`src/rtl/conv_pkg.sv`:
```
// rtl/conv_pkg.sv - shared constants and FSM state type for conv-layer line buffers
// Purpose: default activation width and per-layer geometry used as parameter
//   defaults by conv_pool_line_buffer, plus the buffer FSM state encoding.
// Ports: none (package).
package conv_pkg;

  localparam int CONV_DATA_W     = 8;
  localparam int CONV_ROW_LEN    = 24;
  localparam int CONV_ROWS_TOTAL = 24;
  localparam int CONV_POOL_K     = 2;
  localparam int CONV_BANK_AW    = 6;

  typedef enum logic [1:0] {
    ST_IDLE  = 2'd0,
    ST_FILL  = 2'd1,
    ST_DRAIN = 2'd2
  } lb_state_e;

endpackage

```
`src/rtl/line_buf_ram.sv`:
```
// rtl/line_buf_ram.sv - simple dual-port RAM with registered read for the line buffer
// Purpose: storage for both ping-pong banks; bank select is the address MSB.
// Ports:
//   clk   in  clock
//   rst   in  asynchronous active-low reset (read register only, array is not cleared)
//   we    in  write enable          waddr in  write address   wdata in  write data
//   re    in  read enable           raddr in  read address    rdata out registered read data
module line_buf_ram #(
  parameter int DATA_W = 8,
  parameter int AW     = 7
) (
  input  logic              clk,
  input  logic              rst,
  input  logic              we,
  input  logic [AW-1:0]     waddr,
  input  logic [DATA_W-1:0] wdata,
  input  logic              re,
  input  logic [AW-1:0]     raddr,
  output logic [DATA_W-1:0] rdata
);

  logic [DATA_W-1:0] mem [0:(2**AW)-1];

  always_ff @(posedge clk) begin
    if (we) mem[waddr] <= wdata;
  end

  always_ff @(posedge clk or negedge rst) begin
    if (!rst) rdata <= '0;
    else if (re) rdata <= mem[raddr];
  end

endmodule

```
`src/rtl/conv_pool_line_buffer.sv`:
```
// rtl/conv_pool_line_buffer.sv - ping-pong band buffer between a conv layer and ReLU/pool
// Purpose: collects POOL_K rows per bank in two banks, flags full bands to the
//   consumer and holds off the producer while the next bank is unreleased.
// Optional feature: LINE_BUF_STATS_EN adds stall_cycles (saturating stall counter).
// Ports:
//   clk, rst (async active-low)       start          in  begin a feature map (IDLE only)
//   wr_valid/wr_ready/wr_data         producer handshake, raster order
//   band_ready     out read bank holds a full band
//   rd_en/rd_addr  in  read strobe and offset in read bank; rd_data out one cycle later
//   rd_done        in  consumer releases the read bank
//   write_complete out whole map written      map_done out pulse on last band release
//   err_overflow   out sticky: write attempted in IDLE
//   stall_cycles   out [15:0] (LINE_BUF_STATS_EN only)
module conv_pool_line_buffer
  import conv_pkg::*;
#(
  parameter int DATA_W     = CONV_DATA_W,
  parameter int ROW_LEN    = CONV_ROW_LEN,
  parameter int ROWS_TOTAL = CONV_ROWS_TOTAL,
  parameter int POOL_K     = CONV_POOL_K,
  parameter int BANK_AW    = CONV_BANK_AW
) (
  input  logic               clk,
  input  logic               rst,
  input  logic               start,
  input  logic               wr_valid,
  output logic               wr_ready,
  input  logic [DATA_W-1:0]  wr_data,
  output logic               band_ready,
  input  logic               rd_en,
  input  logic [BANK_AW-1:0] rd_addr,
  output logic [DATA_W-1:0]  rd_data,
  input  logic               rd_done,
  output logic               write_complete,
  output logic               map_done,
  output logic               err_overflow
`ifdef LINE_BUF_STATS_EN
  ,
  output logic [15:0]        stall_cycles
`endif
);

  localparam int BAND  = POOL_K * ROW_LEN;
  localparam int TOTAL = ROWS_TOTAL * ROW_LEN;
  localparam int PTR_W = (BAND > 1) ? $clog2(BAND) : 1;
  localparam int CNT_W = $clog2(TOTAL + 1);

  lb_state_e        state, state_d;
  logic [PTR_W-1:0] wr_ptr;
  logic [CNT_W-1:0] wr_cnt;
  logic             wr_bank, rd_bank;
  logic [1:0]       bank_valid, bank_valid_d;
  logic             wr_fire, band_fill, last_write, release_fire;

  // wr_ready and band_ready are decoded from registered flags only, so a
  // release shows up as wr_ready the cycle after rd_done.
  assign wr_ready     = (state == ST_FILL) && !bank_valid[wr_bank];
  assign wr_fire      = wr_valid && wr_ready;
  assign band_fill    = wr_fire && (wr_ptr == PTR_W'(BAND - 1));
  assign last_write   = wr_fire && (wr_cnt == CNT_W'(TOTAL - 1));
  assign band_ready   = bank_valid[rd_bank];
  assign release_fire = rd_done && band_ready;

  // Fill and release always target different banks (a full bank blocks
  // writes), so both updates can be applied in the same cycle.
  always_comb begin
    bank_valid_d = bank_valid;
    if (state == ST_IDLE && start) bank_valid_d = 2'b00;
    if (band_fill) bank_valid_d[wr_bank] = 1'b1;
    if (release_fire) bank_valid_d[rd_bank] = 1'b0;
  end

  always_comb begin
    state_d = state;
    case (state)
      ST_IDLE:  if (start) state_d = ST_FILL;
      ST_FILL:  if (last_write) state_d = ST_DRAIN;
      // Last band: releasing the read bank while the other bank is empty.
      ST_DRAIN: if (release_fire && !bank_valid[!rd_bank]) state_d = ST_IDLE;
      default:  state_d = ST_IDLE;
    endcase
  end

  always_ff @(posedge clk or negedge rst) begin
    if (!rst) state <= ST_IDLE;
    else state <= state_d;
  end

  always_ff @(posedge clk or negedge rst) begin
    if (!rst) begin
      wr_ptr         <= '0;
      wr_cnt         <= '0;
      wr_bank        <= 1'b0;
      rd_bank        <= 1'b0;
      bank_valid     <= 2'b00;
      write_complete <= 1'b0;
      map_done       <= 1'b0;
      err_overflow   <= 1'b0;
    end else begin
      bank_valid <= bank_valid_d;
      map_done   <= 1'b0;
      if (state == ST_IDLE) begin
        if (wr_valid) err_overflow <= 1'b1;
        if (start) begin
          wr_ptr         <= '0;
          wr_cnt         <= '0;
          wr_bank        <= 1'b0;
          rd_bank        <= 1'b0;
          write_complete <= 1'b0;
        end
      end
      // wr_cnt stops at TOTAL because the FSM leaves FILL on the last write.
      if (wr_fire) begin
        wr_cnt <= wr_cnt + CNT_W'(1);
        if (band_fill) begin
          wr_ptr  <= '0;
          wr_bank <= !wr_bank;
        end else begin
          wr_ptr <= wr_ptr + PTR_W'(1);
        end
      end
      if (last_write) write_complete <= 1'b1;
      if (release_fire) rd_bank <= !rd_bank;
      if (state == ST_DRAIN && state_d == ST_IDLE) begin
        map_done       <= 1'b1;
        write_complete <= 1'b0;
      end
    end
  end

`ifdef LINE_BUF_STATS_EN
  always_ff @(posedge clk or negedge rst) begin
    if (!rst) stall_cycles <= '0;
    else if (state == ST_IDLE && start) stall_cycles <= '0;
    else if (state == ST_FILL && wr_valid && !wr_ready && stall_cycles != 16'hFFFF)
      stall_cycles <= stall_cycles + 16'd1;
  end
`endif

  line_buf_ram #(
    .DATA_W (DATA_W),
    .AW     (BANK_AW + 1)
  ) u_ram (
    .clk   (clk),
    .rst   (rst),
    .we    (wr_fire),
    .waddr ({wr_bank, BANK_AW'(wr_ptr)}),
    .wdata (wr_data),
    .re    (rd_en),
    .raddr ({rd_bank, rd_addr}),
    .rdata (rd_data)
  );

endmodule

```
`config.mk`:
```
export PLATFORM = sky130hd
export DESIGN_NAME = conv_pool_line_buffer
export DESIGN_NICKNAME = d
export VERILOG_FILES = /design/src/rtl/conv_pkg.sv /design/src/rtl/line_buf_ram.sv /design/src/rtl/conv_pool_line_buffer.sv
export SDC_FILE = /design/constraint.sdc
export NUM_CORES = 1
export LEC_CHECK = 0
export ABC_CLOCK_PERIOD_IN_PS = 3510
export BUFFER_PORTS_ARGS = -buffer_cell sky130_fd_sc_hd__clkbuf_2
export CORE_MARGIN = 1
export CORE_UTILIZATION = 30
export DETAILED_ROUTE_END_ITERATION = 10
export RECOVER_POWER = 25
export SETUP_SLACK_MARGIN = 0.4
export SYNTH_ARGS = -nofsm -noshare
export SYNTH_HDL_FRONTEND = slang
export SYNTH_SLANG_ARGS = --single-unit
```
`constraint.sdc`:
```
create_clock -name clk -period 3.51 [get_ports clk]
set_input_delay 0.351 -clock clk [delete_from_list [all_inputs] [get_ports clk]]
set_output_delay 0.351 -clock clk [all_outputs]
set_load 0.01 [all_outputs]
```
# After elaboration in Yosys (flattened, before gate mapping)
# Memory sizes are Yosys's and may differ from the RTL's. A register that Yosys moved wholly into a read port is not among the register bits.
# Index checks and enable logic that the tools add are counted.
# word_totals
mem_bits_rw,1024
word_cells,87
inputBits,20
mem_count,1
output_inout_bits,13
reg_bits,25
# op_classes
magnitude_cmp,5
n_eq_ne,4
muxes,36
addsub,2
n_reduce_logical,27
n_bitwise,3
# memory_table
name,words,word_bits,rd,rd_ports_with_merged_regs,wr,line,source
u_ram.mem,128,8,1,1,1,line_buf_ram.sv:22,logic [DATA_W-1:0] mem [0:(2**AW)-1];
# op_table
op,count
$mux W10,3
$mux W6,4
$mux W1,20
$mux W2,6
$add A10 B1 Y10 const B,1
$eq A10 B10 Y1 const B,1
$logic_and A1 B1 Y1,10
$reduce_and A2 Y1,4
$reduce_bool A2 Y1,4
$add A6 B1 Y6 const B,1
$eq A6 B6 Y1 const B,1
$lt A1 B2 Y1 const B,3
$pmux W2 S3,1
$reduce_bool A3 Y1,2
$logic_not A1 Y1,5
$logic_not A2 Y1,2
$and A2 B2 Y2,1
$demux W1 S1,2
$eq A2 B1 Y1 const B,1
$eq A2 B2 Y1 const B,1
$ge A1 B1 Y1 const B,2
$not A2 Y2,1
$or A2 B2 Y2,1

# Longest topological paths before layout
# logic_depth
word_depth,12
depth_mapped,11

# Hierarchy
# Synthesis repeated with hierarchy kept, for this count alone.
# unflattened
cells_unflattened,2125
area_unflattened_um2,41757.5
# by_module_without_submodules
module,instances,cells_each,area_each_um2
line_buf_ram,1,2000,40492.6
conv_pool_line_buffer,1,125,1265.0

# Worst setup path after synthesis
# No wires, ideal clock.
# synth_path
path_type,flip-flop to flip-flop
start,register bank_valid[1]
end,memory u_ram.mem[72][0] (enable)
path_slack_ns,0.783
required_ns,3.115
arrival_ns,2.333
stages_incl_launch_ff,7
cell_sequence,dfrtp_1 mux2i_1 and4b_1 clkbuf_1 clkbuf_1 nand3_1 nor4_1
# synth_via
elab_chain_cells,7
# synth_lines
item,line,source
"start, declared",conv_pool_line_buffer.sv:52,"logic [1:0] bank_valid, bank_valid_d;"
"start signal, assigned",conv_pool_line_buffer.sv:100,bank_valid <= bank_valid_d;
$mux W1 (not written as such) (2 in series),conv_pool_line_buffer.sv:57,assign wr_ready = (state == ST_FILL) && !bank_valid[wr_bank];
$logic_not A1 Y1,conv_pool_line_buffer.sv:57,
$logic_and A1 B1 Y1,conv_pool_line_buffer.sv:57,
$logic_and A1 B1 Y1,conv_pool_line_buffer.sv:58,assign wr_fire = wr_valid && wr_ready;
$mux W1,line_buf_ram.sv:25,if (we) mem[waddr] <= wdata;
$mux W1 (not written as such),line_buf_ram.sv:25,
"end, declared",line_buf_ram.sv:22,
# No other way between the ends. The select of a mux whose other input is x is not followed.

# Worst setup path after layout
# layout_path
start,input port wr_data[2]
end,"memory u_ram.mem[18][2], data pin"
# layout_lines
item,line,source
"start, declared",conv_pool_line_buffer.sv:28,"input logic [DATA_W-1:0] wr_data,"
# No word-level cell before the write port.

==> metrics.md <==
| Metric | Value |
|---|---|
| Multi-input logic area | 0.00943 sq mm |
| Crit path buffers/inverters | 2 |
| Leak | 15.5 nW |
| Vias | 21718 |
| P_int | 21.3 mW |
| Die Y-Extent | 375 um |
| # IOs | 33 |
| Clk_skew | 0.0253 ns |
| DP Worst Slack | -0.117 ns |
| First-pass GRT wire length | 152 mm |
| Flop pwr share | ~52% |
| Failing checks | capacitance limit, slew limit |
| ANT nets after route | 0 |
| Arrival time worst endpoint | 3.54 ns |
| Top delay family on crit path | buffers and inverters |
| Worst Path Required | just under 4 ns |
| All-Layer GR Usage | 14.6% |
| Final Core Density | between 30% and 40% |
| Core ar. | 0.138 sq mm |
| Post-synth EDFFs | 1024 |
| Yosys cell types | 55 |
| H-tree levels | 3 |
| Vias in the first global route | 22177 |
| Final Hold Fails | 0 |
| Largest area contributor in the netlist | edfxtp_1 |
| Largest net degree at the start of global routing | 110 |
| Setup bufs post-CTS | 0 |
| Die ar. | 0.141 sq mm |
| Net Sw Frac | 22.1% |
| Share of cells above drive strength 1 | 23.6% |
| CTS Sinks | 1057 |
| Setup Crit Path Kind | in2reg |
| Syn_nets | 2180 |
| Drt drc | 0 |
| Critical path's largest stage delay | roughly 2.4 ns |
| Final slew viol count | 508 |
| Root Driver | clkbuf_16 |
| Worst Hold Class | in2reg |
| Max VDD drop | 354 uV |
| Status | finished, violations left |
| Final HPWL DP | approximately 66 mm |
| Placer congestion estimate | 0.832 |
| Detailed Routing Iterations Pass 1 | 5 |
| Power, Total | around 27 mW |
| Post_cts resized | 0 |
| Max Freq | 319 MHz |
| CP Cell Sequence | clkbuf_1 > clkbuf_2 |
| Clk slew on worst S/H paths | approximately 0.06 ns |
| # rows | 136 |
| TritonCTS buffer count | 105 |
| Post-synthesis cell area | 0.0418 sq mm |
| CP Max Fanout | 57 |
| GR Overflow Total | 0 |
| WL/cell | 24.8 um |
| Area delta synth->final | 15.7% |
| Sw power | 6.02 mW |
| Number of DRC markers in iteration 0 | 2200 |
| Routed vias/inst | 5.15 |
| Avg Inst Size Synth | 19.4 sq um |
| Max_slew headroom | -134% |
| Clock share of power | 41.5% |
| Antenna cells | 0 |
| Synth top area share | about three quarters |
| Setup ws final | 0.374 ns |
| Sequential area share after synthesis | around 76% |
| Top cells by area, synth | edfxtp_1, mux4_2, mux2i_1 |
| Cell Pwr Density | 564 mW/mm^2 |
| Prevailing post-synth register cell | edfxtp_1 |
| Filler instances | 12778 |
| Setup violators final | 0 |
| Clk buf depth | 3 |
| CP max stage cell | clkbuf_1 |
| Cells after Synth | 2158 |
| Crit start category | input pin |
| Die width | approximately 380 um |
| FF+latch count, synth | 1057 |
| Fin crit share | 89.3% |
| Clk Latency, worst-skew pair | 0.67 ns |
| Port Buffers | 32 |
| NumNets Final | 2363 |
| Comb pwr share | 6.5% |
| CTS tree | built |
| Element type at the critical path end | flip-flop |
| Yosys Warn Count | 0 |
| Post-Route WL | between 100 and 150 mm |
| Worst slew pin tran | 3.51 ns |
| Fin crit period | 3.14 ns |
| Register area | 0.0316 sq mm |
| Hold slack | 0.157 ns |
| Initial Utilization | between 30% and 40% |
| Initial antenna violation count | 3 |
| RSZ-0062 raised after global routing | true |
| Maxcap violations | 7 |
| Post-synth ARST share | 3.12% |
-- layout make-up --
type	instances	share of cell area, %
sequential	1057	65.3
multi-input combinational	966	19.5
inverter	6	0.0466
tap	1794	4.64
clock buffer	137	5.90
timing repair buffer	205	3.36
clock inverter	53	1.25
-- power by group through the flow --
stage | clock network, mW | registers (mW) | logic (mW)
after floorplan | 0 | 14.3 | 1.01
after global placement | 0 | 14.4 | 1.74
after detailed placement | 0 | 14.4 | 1.79
after CTS | 11.5 | 14.2 | 1.80
after global routing | 11.9 | 14.2 | 1.89
final | 11.3 | 14.2 | 1.78
-- registers in the layout, indices dropped and copies added, names as in the netlist --
register and cells:
u_ram.mem 1024, wr_cnt 10, u_ram.rdata 8, wr_ptr 6, bank_valid 2, state 2, err_overflow 1, map_done 1
rd_bank 1, wr_bank 1, write_complete 1
-- kinds of logic after synthesis --
family                   synth area share, %
flip-flops                              75.6
AO/OA/AOI/OAI                           3.45
AND/OR/NAND/NOR                         4.23
XOR/XNOR                              0.0419
adder cells (fa/ha/maj)               0.0599
multiplexers                            14.8
buffers and inverters                   1.87
-- metal layers --
metal | track usage [%] | vias to the layer above | share of wire [%]
met5 | 0 | - | 0.012
met4 | 3.65 | 2 | 2.1
met3 | 2.65 | 160 | 6.7
met2 | 24.1 | 846 | 49
met1 | 19.8 | 11507 | 42
li1 | - | 9203 | -
-- repair_timing --
action / 4_1_cts / 5_1_grt
setup endpoints to repair: 0 / 16
hold buffers: 3 / 0
hold endpoints to repair: 36 / 0
-- through the flow --
step	instances	setup TNS [ns]	instance area, sq um
final	4218	0	48400
after global placement	4025	-0.124	44900
after floorplan	2158	0	41800
after CTS	4218	0	48400
after detailed placement	4025	-0.117	44900
after global routing	4218	0	48400
-- layout by cell type (no fill, tap or decap), types with 17 or more instances in the layout --
cell type,Yosys,routed
and2_1,19,19
mux4_2,185,185
mux2i_1,146,146
mux2_2,28,28
nor4_1,17,17
o22ai_1,51,51
nand2_1,86,86
o21ai_0,28,28
a21oi_1,21,21
edfxtp_1,1024,1024
o221ai_1,26,26
clkbuf_2,0,26
dfrtp_1,33,33
nor2_1,163,163
clkbuf_1,58,29
nand3_1,47,47
buf_4,31,159
clkbuf_16,0,109
-- worst paths after layout --
check / slack [ns] / start / cells after the start / end
max: 0.37 / wr_data[2] / 2 / u_ram.mem[18][2]
min: 0.16 / rd_en / 3 / u_ram.rdata[7]
max reg2reg: 0.47 / bank_valid[1] / 4 / u_ram.mem[28][7]
min reg2reg: 0.46 / err_overflow / 1 / err_overflow
max in group asynchronous: 2.45 / rst / 2 / u_ram.rdata[2]
min in group asynchronous: 0.40 / rst / 2 / wr_cnt[7]
-- synthesized netlist by cell type (4+ instances only) --
master / n
buf_2: 21
nand3_1: 47
nor2_1: 163
mux2_2: 28
a21oi_1: 21
clkbuf_1: 58
o41ai_1: 4
nor2b_1: 12
dfrtp_1: 33
a211oi_1: 6
o221ai_1: 26
nand3b_1: 6
edfxtp_1: 1024
or2_2: 6
a31o_2: 4
buf_6: 13
o21ai_0: 28
nor4_1: 17
mux2i_1: 146
and2_1: 19
o22ai_1: 51
inv_1: 5
a32oi_1: 16
nand2_1: 86
mux4_1: 9
o32ai_1: 5
a221oi_1: 9
nor3_1: 14
a22o_1: 9
a31oi_1: 6
mux4_2: 185
buf_4: 31
nand2b_1: 5
o31ai_1: 4
No activity file was read; power rests on OpenSTA's default activity.
